[src/rtl/mc_ctrl_fsm_pkg.sv]
// rtl/mc_ctrl_fsm_pkg.sv - Opcodes, ALU codes, states and per-state control words (S_EXC only with MC_EXC_EN)
package mc_ctrl_fsm_pkg;

  localparam logic [5:0] OP_RTYPE = 6'b000000;
  localparam logic [5:0] OP_LW    = 6'b100011;
  localparam logic [5:0] OP_SW    = 6'b101011;
  localparam logic [5:0] OP_BEQ   = 6'b000100;
  localparam logic [5:0] OP_BNE   = 6'b000101;
  localparam logic [5:0] OP_ADDI  = 6'b001000;
  localparam logic [5:0] OP_SLTI  = 6'b001010;
  localparam logic [5:0] OP_ANDI  = 6'b001100;
  localparam logic [5:0] OP_ORI   = 6'b001101;
  localparam logic [5:0] OP_J     = 6'b000010;

  localparam logic [5:0] FN_ADD = 6'b100000;
  localparam logic [5:0] FN_SUB = 6'b100010;
  localparam logic [5:0] FN_AND = 6'b100100;
  localparam logic [5:0] FN_OR  = 6'b100101;
  localparam logic [5:0] FN_SLT = 6'b101010;

  localparam logic [2:0] ALU_AND = 3'b000;
  localparam logic [2:0] ALU_OR  = 3'b001;
  localparam logic [2:0] ALU_ADD = 3'b010;
  localparam logic [2:0] ALU_SUB = 3'b110;
  localparam logic [2:0] ALU_SLT = 3'b111;

  typedef enum logic [1:0] {AOP_ADD, AOP_SUB, AOP_FUNCT, AOP_IMM} aluop_e;

  typedef enum logic [3:0] {
    S_FETCH, S_DECODE, S_MEMADR, S_MEMRD, S_MEMWB, S_MEMWR, S_RTYPEEX,
    S_RTYPEWB, S_BEQEX, S_BNEEX, S_IMMEX, S_IMMWB, S_JEX
`ifdef MC_EXC_EN
    , S_EXC
`endif
  } state_e;

  typedef struct packed {
    logic       mem_req;
    logic       iord;
    logic       alusrca;
    logic [1:0] alusrcb;
    logic [1:0] pcsrc;
    logic       extop;
    logic       regdst;
    logic       memtoreg;
    logic       regwrite;
    aluop_e     aluop;
  } ctrl_t;

  // Field order: mem_req iord alusrca alusrcb pcsrc extop regdst memtoreg regwrite aluop
  localparam ctrl_t CW_FETCH   = '{1'b1, 1'b0, 1'b0, 2'b01, 2'b00, 1'b1, 1'b0, 1'b0, 1'b0, AOP_ADD};
  localparam ctrl_t CW_DECODE  = '{1'b0, 1'b0, 1'b0, 2'b11, 2'b00, 1'b1, 1'b0, 1'b0, 1'b0, AOP_ADD};
  localparam ctrl_t CW_MEMADR  = '{1'b0, 1'b0, 1'b1, 2'b10, 2'b00, 1'b1, 1'b0, 1'b0, 1'b0, AOP_ADD};
  localparam ctrl_t CW_MEMACC  = '{1'b1, 1'b1, 1'b0, 2'b00, 2'b00, 1'b1, 1'b0, 1'b0, 1'b0, AOP_ADD};
  localparam ctrl_t CW_MEMWB   = '{1'b0, 1'b0, 1'b0, 2'b00, 2'b00, 1'b1, 1'b0, 1'b1, 1'b1, AOP_ADD};
  localparam ctrl_t CW_RTYPEEX = '{1'b0, 1'b0, 1'b1, 2'b00, 2'b00, 1'b1, 1'b0, 1'b0, 1'b0, AOP_FUNCT};
  localparam ctrl_t CW_RTYPEWB = '{1'b0, 1'b0, 1'b0, 2'b00, 2'b00, 1'b1, 1'b1, 1'b0, 1'b1, AOP_ADD};
  localparam ctrl_t CW_BRANCH  = '{1'b0, 1'b0, 1'b1, 2'b00, 2'b01, 1'b1, 1'b0, 1'b0, 1'b0, AOP_SUB};
  localparam ctrl_t CW_IMMEX   = '{1'b0, 1'b0, 1'b1, 2'b10, 2'b00, 1'b1, 1'b0, 1'b0, 1'b0, AOP_IMM};
  localparam ctrl_t CW_IMMWB   = '{1'b0, 1'b0, 1'b0, 2'b00, 2'b00, 1'b1, 1'b0, 1'b0, 1'b1, AOP_ADD};
  localparam ctrl_t CW_JEX     = '{1'b0, 1'b0, 1'b0, 2'b00, 2'b10, 1'b1, 1'b0, 1'b0, 1'b0, AOP_ADD};
  localparam ctrl_t CW_EXC     = '{1'b0, 1'b0, 1'b0, 2'b00, 2'b11, 1'b1, 1'b0, 1'b0, 1'b0, AOP_ADD};

  // op is the held IR opcode; only IMMEX needs it (logical immediates zero-extend)
  function automatic ctrl_t ctrl_of(state_e s, logic [5:0] op);
    ctrl_t cw;
    case (s)
      S_DECODE:          cw = CW_DECODE;
      S_MEMADR:          cw = CW_MEMADR;
      S_MEMRD, S_MEMWR:  cw = CW_MEMACC;
      S_MEMWB:           cw = CW_MEMWB;
      S_RTYPEEX:         cw = CW_RTYPEEX;
      S_RTYPEWB:         cw = CW_RTYPEWB;
      S_BEQEX, S_BNEEX:  cw = CW_BRANCH;
      S_IMMEX:           cw = CW_IMMEX;
      S_IMMWB:           cw = CW_IMMWB;
      S_JEX:             cw = CW_JEX;
`ifdef MC_EXC_EN
      S_EXC:             cw = CW_EXC;
`endif
      default:           cw = CW_FETCH;
    endcase
    if (s == S_IMMEX) cw.extop = !(op == OP_ANDI || op == OP_ORI);
    return cw;
  endfunction

endpackage

[src/rtl/mc_ctrl_fsm_aludec.sv]
// rtl/mc_ctrl_fsm_aludec.sv - Combinational ALU decoder with illegal-funct flag
module mc_aludec
  import mc_ctrl_fsm_pkg::*;
(
  input  aluop_e     aluop_i,
  input  logic [5:0] op_i,
  input  logic [5:0] funct_i,
  output logic [2:0] alucont_o,
  output logic       funct_bad_o
);

  always_comb begin
    alucont_o   = ALU_ADD;
    funct_bad_o = 1'b0;
    case (aluop_i)
      AOP_SUB: alucont_o = ALU_SUB;
      AOP_FUNCT: begin
        case (funct_i)
          FN_ADD:  alucont_o = ALU_ADD;
          FN_SUB:  alucont_o = ALU_SUB;
          FN_AND:  alucont_o = ALU_AND;
          FN_OR:   alucont_o = ALU_OR;
          FN_SLT:  alucont_o = ALU_SLT;
          default: funct_bad_o = 1'b1;
        endcase
      end
      AOP_IMM: begin
        case (op_i)
          OP_SLTI: alucont_o = ALU_SLT;
          OP_ANDI: alucont_o = ALU_AND;
          OP_ORI:  alucont_o = ALU_OR;
          default: alucont_o = ALU_ADD;
        endcase
      end
      default: alucont_o = ALU_ADD;
    endcase
  end

endmodule

[src/rtl/mc_ctrl_fsm.sv]
// rtl/mc_ctrl_fsm.sv - Multicycle MIPS control FSM with memory wait/timeout (MC_EXC_EN enables the EXC trap)
module mc_ctrl_fsm
  import mc_ctrl_fsm_pkg::*;
#(
  parameter int ALUC_W  = 3,
  parameter int WAIT_W  = 4,
  parameter int TIMEOUT = 15
) (
  input  logic              clk,
  input  logic              reset,
  input  logic [5:0]        op,
  input  logic [5:0]        funct,
  input  logic              zero,
  input  logic              mem_ready,
  output logic              mem_req,
  output logic              pcen,
  output logic              irwrite,
  output logic              memwrite,
  output logic              regwrite,
  output logic              alusrca,
  output logic              iord,
  output logic              memtoreg,
  output logic              regdst,
  output logic              extop,
  output logic [1:0]        alusrcb,
  output logic [1:0]        pcsrc,
  output logic [ALUC_W-1:0] alucont,
  output logic              bus_err,
  output logic              exc
);

`ifdef MC_EXC_EN
  localparam state_e BAD_OP_NEXT = S_EXC;
  localparam state_e BAD_FN_NEXT = S_EXC;
`else
  localparam state_e BAD_OP_NEXT = S_FETCH;
  localparam state_e BAD_FN_NEXT = S_RTYPEWB;
`endif

  state_e            state_q, state_d;
  logic [WAIT_W-1:0] wcnt_q, wcnt_d;
  ctrl_t             ctrl_q;
  logic [2:0]        alu_code;
  logic              funct_bad;
  logic              mem_state;
  logic              timeout;

  mc_aludec u_aludec (
    .aluop_i     (ctrl_q.aluop),
    .op_i        (op),
    .funct_i     (funct),
    .alucont_o   (alu_code),
    .funct_bad_o (funct_bad)
  );

  assign mem_state = (state_q == S_FETCH) || (state_q == S_MEMRD) || (state_q == S_MEMWR);
  // mem_ready in the timeout cycle still completes the access
  assign timeout   = (TIMEOUT != 0) && mem_state && !mem_ready && (wcnt_q == WAIT_W'(TIMEOUT));

  always_comb begin
    state_d = state_q;
    case (state_q)
      S_FETCH:   if (mem_ready) state_d = S_DECODE;
      S_DECODE: begin
        case (op)
          OP_LW, OP_SW:                      state_d = S_MEMADR;
          OP_RTYPE:                          state_d = S_RTYPEEX;
          OP_BEQ:                            state_d = S_BEQEX;
          OP_BNE:                            state_d = S_BNEEX;
          OP_ADDI, OP_SLTI, OP_ANDI, OP_ORI: state_d = S_IMMEX;
          OP_J:                              state_d = S_JEX;
          default:                           state_d = BAD_OP_NEXT;
        endcase
      end
      S_MEMADR:  state_d = (op == OP_LW) ? S_MEMRD : S_MEMWR;
      S_MEMRD:   if (mem_ready) state_d = S_MEMWB;
      S_MEMWR:   if (mem_ready) state_d = S_FETCH;
      S_RTYPEEX: state_d = funct_bad ? BAD_FN_NEXT : S_RTYPEWB;
      S_IMMEX:   state_d = S_IMMWB;
      default:   state_d = S_FETCH;
    endcase
    if (timeout) state_d = S_FETCH;

    // Any exit from a memory state (or never being in one) restarts the count
    if (mem_state && !mem_ready && !timeout)
      wcnt_d = (wcnt_q == '1) ? wcnt_q : wcnt_q + 1'b1;
    else
      wcnt_d = '0;
  end

  always_ff @(posedge clk or posedge reset) begin
    if (reset) begin
      state_q <= S_FETCH;
      wcnt_q  <= '0;
      ctrl_q  <= CW_FETCH;
    end else begin
      state_q <= state_d;
      wcnt_q  <= wcnt_d;
      ctrl_q  <= ctrl_of(state_d, op);
    end
  end

  always_comb begin
    irwrite  = 1'b0;
    pcen     = 1'b0;
    memwrite = 1'b0;
    exc      = 1'b0;
    case (state_q)
      S_FETCH: begin
        irwrite = mem_ready;
        pcen    = mem_ready;
      end
      S_MEMWR: memwrite = mem_ready;
      S_BEQEX: pcen = zero;
      S_BNEEX: pcen = !zero;
      S_JEX:   pcen = 1'b1;
`ifdef MC_EXC_EN
      S_EXC: begin
        pcen = 1'b1;
        exc  = 1'b1;
      end
`endif
      default: ;
    endcase
    if (reset) begin
      irwrite  = 1'b0;
      pcen     = 1'b0;
      memwrite = 1'b0;
      exc      = 1'b0;
    end
  end

  assign bus_err  = timeout && !reset;
  assign mem_req  = ctrl_q.mem_req;
  assign iord     = ctrl_q.iord;
  assign alusrca  = ctrl_q.alusrca;
  assign alusrcb  = ctrl_q.alusrcb;
  assign pcsrc    = ctrl_q.pcsrc;
  assign extop    = ctrl_q.extop;
  assign regdst   = ctrl_q.regdst;
  assign memtoreg = ctrl_q.memtoreg;
  assign regwrite = ctrl_q.regwrite;
  assign alucont  = ALUC_W'(alu_code);

endmodule

[config.mk]
export PLATFORM = sky130hd
export DESIGN_NAME = mc_ctrl_fsm
export DESIGN_NICKNAME = d
export VERILOG_FILES = /design/src/rtl/mc_ctrl_fsm_pkg.sv /design/src/rtl/mc_ctrl_fsm_aludec.sv /design/src/rtl/mc_ctrl_fsm.sv
export SDC_FILE = /design/constraint.sdc
export NUM_CORES = 1
export LEC_CHECK = 0
export CAP_MARGIN = 10
export CORE_MARGIN = 2
export CORE_UTILIZATION = 49
export DETAILED_ROUTE_END_ITERATION = 10
export GPL_TIMING_DRIVEN = 0
export PLACE_DENSITY_LB_ADDON = 0.2
export SLEW_MARGIN = 25
export SYNTH_ARGS = -nofsm -noshare
export SYNTH_HDL_FRONTEND = slang
export SYNTH_SLANG_ARGS = --single-unit
[constraint.sdc]
create_clock -name clk -period 3.15 [get_ports clk]
set_input_delay 0.315 -clock clk [delete_from_list [all_inputs] [get_ports clk]]
set_output_delay 0.315 -clock clk [all_outputs]
set_load 0.01 [all_outputs]
Yosys cells after proc, flatten, opt, wreduce, memory -nomap -nowiden
Memories as Yosys holds them, arrays and structs flattened. A register that Yosys moved wholly into a read port is not among the register bits.
Cells that the tools add are included.
{ "totals": {"memories": 1, "mem_bits_ro": 192, "inputBits": 16, "out_inout_bits": 19, "latch_bits": 0, "mem_bits_rw": 0, "reg_bits": 9} }
{ "op_classes": {"magnitude_cmp": 0, "reduce_logical": 16, "muxes": 19, "add_sub_neg": 1, "n_eq_ne": 28, "n_bitwise": 0, "n_mul": 0, "n_shift": 0, "n_div": 0} }
{ "mem_list": {"columns": ["memory", "depth", "width", "read_ports", "rd_ports_with_merged_regs", "wr", "line", "source"], "rows": [
  ["(no name shown)", 16, 12, 1, 1, 0, "mc_ctrl_fsm_pkg.sv:67", "case (s)"]
]} }
{ "ops": {"columns": ["operator", "n"], "rows": [
  ["$eq 6x6->1 const B", 6],
  ["$pmux 4 s7", 1],
  ["$eq 4x4->1 const B", 6],
  ["$eq 6x4->1 const B", 4],
  ["$mux 4", 6],
  ["$pmux 4 s6", 1],
  ["$pmux 3 s3", 2],
  ["$eq 6x3->1 const B", 2],
  ["$pmux 3 s4", 1],
  ["$eq 4x2->1 const B", 2],
  ["$eq 4x3->1 const B", 2],
  ["$eq 6x2->1 const B", 1],
  ["$logic_not 6->1", 1],
  ["$mux 1", 6],
  ["$logic_not 1->1", 5],
  ["$add 4x1->4 const B", 1],
  ["$eq 2x2->1 const B", 2],
  ["$eq 4x1->1 const B", 1],
  ["$logic_and 1x1->1", 4],
  ["$logic_not 4->1", 1],
  ["$pmux 1 s4", 1],
  ["$reduce_or 4->1", 1],
  ["$logic_or 1x1->1", 3],
  ["$mux 3", 1],
  ["3 further kinds", 3]
]} }

Longest topological paths before layout
{ "logic_depth": {"ltp_word": 8, "ltp_mapped": 9, "mapped_depth_nobuf": 8} }

Modules after synthesis
From an unflattened synthesis, not the netlist that was laid out.
{ "hier_totals": {"cells_unflattened": 158, "area_unflattened_um2": 1512.7} }
{ "by_module_without_submodules": {"columns": ["module", "cells_each", "area_each_um2", "instances"], "rows": [
  ["mc_ctrl_fsm", 137, 1325.0, 1],
  ["mc_aludec", 21, 187.7, 1]
]} }

Least setup slack after synthesis
No wires, ideal clock.
{ "synth_timing": {"kind": "flip-flop to flip-flop", "startpoint": "reg state_q[2]", "endpoint": "reg, netlist name mem_req", "synth_period_minus_slack_ns": 2.493, "path_stages_with_launch": 8, "path_slack_ns": 0.657, "required_time_ns": 3.061, "arrival_ns": 2.403, "setup_ns": 0.089, "path_cell_list": "dfrtp_1 or4b_4 or4_4 o221ai_1 nand2_1 ha_1 o31a_1 a211oi_1"} }
{ "synth_via": {"elab_chain_cells": 6} }
{ "synth_rtl": {"columns": ["element", "line", "source"], "rows": [
  ["start: declaration", "mc_ctrl_fsm.sv:40", "state_e state_q, state_d;"],
  ["start signal: assignment", "mc_ctrl_fsm.sv:97", "state_q <= state_d;"],
  ["$eq 4x2->1 / $logic_not 4->1 (equally long branches)", "mc_ctrl_fsm.sv:56, mc_ctrl_fsm.sv:62", null],
  ["$logic_or 1x1->1 (2 in series)", "mc_ctrl_fsm.sv:56", "assign mem_state = (state_q == S_FETCH) || (state_q == S_MEMRD) || (state_q == S_MEMWR);"],
  ["$logic_and 1x1->1 (2 in series)", "mc_ctrl_fsm.sv:58", "assign timeout = (TIMEOUT != 0) && mem_state && !mem_ready && (wcnt_q == WAIT_W'(TIMEOUT));"],
  ["$mux 4 *", "mc_ctrl_fsm.sv:82", "if (timeout) state_d = S_FETCH;"]
]} }
Every way passes the cells marked *; elsewhere a longest branch is shown, timed or not.
A chain may end at the register's enable or synchronous reset.

Worst setup path after layout
{ "layout_timing": {"startpoint": "reg state_q[1]", "endpoint": "reg, netlist name mem_req"} }
{ "layout_via": {"elab_chain_cells": 6} }
{ "layout_rtl": {"columns": ["element", "line"], "rows": [
  ["$eq 4x2->1 / $logic_not 4->1 (equally long branches)", "mc_ctrl_fsm.sv:56, mc_ctrl_fsm.sv:62"],
  ["$logic_or 1x1->1 (2 in series)", "mc_ctrl_fsm.sv:56"],
  ["$logic_and 1x1->1 (2 in series)", "mc_ctrl_fsm.sv:58"],
  ["$mux 4 *", "mc_ctrl_fsm.sv:82"]
]} }
Marks and branches as above.

==> summary.md <==
The die is 57.14 um tall. For the pin with the worst max-slew slack, the measured transition is 0.8129 ns. The number of global-route vias before repair was 1222; the cell count after placement was 216.

The tools report the startpoint type of the worst setup path as a flop. The die covers 3265 um^2. For the final net count, the log shows 214. Number of port buffers: 32. The worst setup skew after layout is 0.002227 ns. H-tree level count: 1. After detailed routing, the number of vias per cell comes to 5.850. The first-pass GRT wire length is 5430 um. The most common flop cell mapped by yosys was dfrtp_1. In the layout the commonest cells are clkdlybuf4s50_1, dfrtp_1, nor2_1, nand2_1.

Across the whole layout, storage elements account for 529.3 um^2. Across every metal layer, demand over resource in global routing totals 20.89%. The largest area contributor in the synthesized netlist was dfrtp_1. The logs give 0 for the number of warnings reported in the yosys synthesis log and 1448 um for the met1 wire length. The clock latency of the later-clocked register in the worst-skew pair is 0.31 ns, and the post-cts sizing count is 0.

The final critical path time including I/O delays and setup is 2.849 ns. The mapped netlist covers 1384 um^2. The clock net in this run drives a total of 21 sinks. The setup path with the least slack is of type reg -> reg.

The first routing iteration left 46 violations. After clock tree synthesis, the clock-pin slew on the worst setup and hold paths is 0.12 ns. The final number of max-transition violations is 0.

For the initial antenna violation count, the log shows 0. TritonCTS built the clock tree. In this run, synthesis inferred 0 flip-flops with an integrated enable. For the post-route non-filler standard cell count, the log shows 220. The sequential fraction of the synthesis area was 38.25%; the routed wire length per instance was 14.28 um.

After detailed routing, the number of remaining DRC violations is 0. Setup repair after global routing left no endpoint under its margin. For the count of antenna diodes in the layout, the log shows 0.

The flow ran to the end, and the final reports show no timing, DRC or antenna violations. The worst endpoint data arrival time is 3.07 ns, and the met3 wirelength from detailed routing is 134 um. The most common cell after layout, fill and taps aside was clkdlybuf4s50_1. Power spread over the standard cell area amounts to 516.9 nW/um^2.

The tools report the area of the multi-input gates as 768.2 um^2. The tools report the routed length on met2 as 1513 um. The async set-reset flop share out of synthesis is 100.0%, and the total vias in the final route is 1287.

The synthesized area per cell is 9.045 um^2, and the final RePlAce weighted congestion is 0.8242. Across the VDD grid, the largest voltage drop is 396.5 uV. STA classifies the critical path endpoint as a flop. The tree is rooted in a clkbuf_4. In this run, synthesis produced a sequential element count of 21. In the final timing run, aggregate negative setup slack is 0 ns. Once detail routing completed, the nets flagged for antenna violations numbered 0. Entering global routing, the biggest net connects 22 pins.

Post-detailed-placement half-perimeter wirelength: 2369 um. Measured against its own limit, the worst slew margin works out to 45.81%. The longest clock path from root to sink contains 2 buffers. Static timing analysis puts the maximum clock frequency at 351.0 MHz. The tools report the final count of negative-setup-slack endpoints as 0. The number of core rows is 19, and the leakage power is 0.7599 nW. The region available for standard cell placement spans 2710 um^2. The tool flagged a number of max-cap violations equal to 0. Counting the fill cells in the layout gives 237. The share of layout cells above drive strength 1 came out at 8.466%. The detailed-routing iteration count for the pre-antenna-repair pass is 4. The largest fanout on the critical path was 10.

The die is 57.14 um wide. Sorting the synthesized cells by area gives the leading types as dfrtp_1, ha_1, dfstp_2, nor2_1, nand2_1. The highest metal layer used by the detailed router is met4. Buffers inserted during clock tree synthesis total 3. After detailed routing, the total wire length is 3141 um. The synthesized netlist cell count was 153; the post-synthesis net count was 177. For this run the aggregate overflow at the end of global routing stands at 0. The area share of the leading cell type in the synthesized netlist was 32.55%.

The area growth from synthesis to layout is 27.94%. Post-route fraction of the period consumed by the critical path: 90.45%. The worst min-delay path category was reg -> reg. Buffers added to address setup during post-CTS repair amount to 0.

The run gives 0 as the hold-fix buffer count after cts. The number of different library cells used by synthesis comes to 45. 35 I/O pins were placed.

The number of endpoints with negative hold slack in the final report was 0. STA puts the critical path data required time at 3.37 ns. The initial standard-cell utilization of the core is 51.06%.
[critical path: stages (launching register included)]
cell	delay [ns]
dfrtp_1	0.44
clkbuf_1	0.23
a22oi_1	0.46
o22a_1	0.40
o21ai_0	0.35
ha_1	0.32
o31a_1	0.31
a211oi_1	0.24
[path summary, 6_finish.rpt]
path                            slack [ns]          to  depth (start not counted)  startpoint
max in group asynchronous             2.10  state_q[3]                          2       reset
min in group asynchronous             0.57   wcnt_q[3]                          2       reset
worst max-delay path                  0.30     mem_req                          7  state_q[1]
worst min-delay path                  0.51   wcnt_q[0]                          1   wcnt_q[0]
worst max register to register        0.30     mem_req                          7  state_q[1]
worst min register to register        0.51   wcnt_q[0]                          1   wcnt_q[0]
[final cells by class]
class | instances | share of cell area, %
Multi-Input combinational cell | 114 | 43.39
Inverter | 8 | 1.696
Buffer | 10 | 3.180
Sequential cell | 21 | 29.89
Tap cell | 31 | 2.191
Timing Repair Buffer | 32 | 18.09
Clock inverter | 1 | 0.2827
Clock buffer | 3 | 1.272
[cells by family (layout without fill, tap and decap cells)]
group	Yosys count	after routing	synth area share (%)
AO/OA/AOI/OAI	39	39	20.52
other	1	1	0.2710
AND/OR/NAND/NOR	64	64	26.22
flip-flops	21	21	38.25
buffers and inverters	18	54	6.239
XOR/XNOR	2	2	1.266
adder cells (fa/ha/maj)	8	8	7.234
[power by group]
group	internal [mW]	leakage (nW)	switching [mW]
logic	0.205	0.464	0.220
registers	0.323	0.278	0.0347
clock network	0.0474	0.0177	0.0852
[synth_stat cells (all sizes together), types with 2 or more instances]
cell	instances
a21o	2
xnor2	2
nor2	12
nand2	11
buf	5
nand3	4
a31oi	5
dfstp	3
a21oi	5
nand2b	5
and3	3
nor3	6
a211oi	2
dfrtp	18
clkbuf	5
nand4	3
ha	8
and2	4
o21ai	7
inv	8
nor2b	3
a22o	3
nor3b	5
a22oi	3
nor4b	2
[metrics by stage]
step                      power [mW]  hold slack (ns)  setup WS (ns)  cell area, um^2  utilization (%)
after floorplan               0.6360           0.2893         0.6573             1384                -
after global placement        0.7661           0.4751         0.3063             1743            64.31
after detailed placement      0.7842           0.4958         0.2854             1743            64.31
after CTS                     0.9197           0.5115         0.3160             1770            65.33
after global routing          0.9836           0.5255        0.01825             1770            65.33
final                         0.9152           0.5080         0.3010             1770            65.33
[flip-flops by register name (all words and copies together), names as in the netlist]
| signal | flops |
|---|---|
| iord | 1 |
| mem_req | 1 |
| regwrite | 1 |
| pcsrc | 2 |
| memtoreg | 1 |
| alusrcb | 2 |
| extop | 1 |
| state_q | 4 |
| alusrca | 1 |
| wcnt_q | 4 |
| ctrl_q | 2 |
| regdst | 1 |
[layer usage]
metal  GRT usage, %  up-vias
li1               -      627
met4          8.306        0
met1          27.07      620
met2          34.32       32
met5              0        -
met3          4.308        8
No activity file was read; power rests on OpenSTA's default activity.
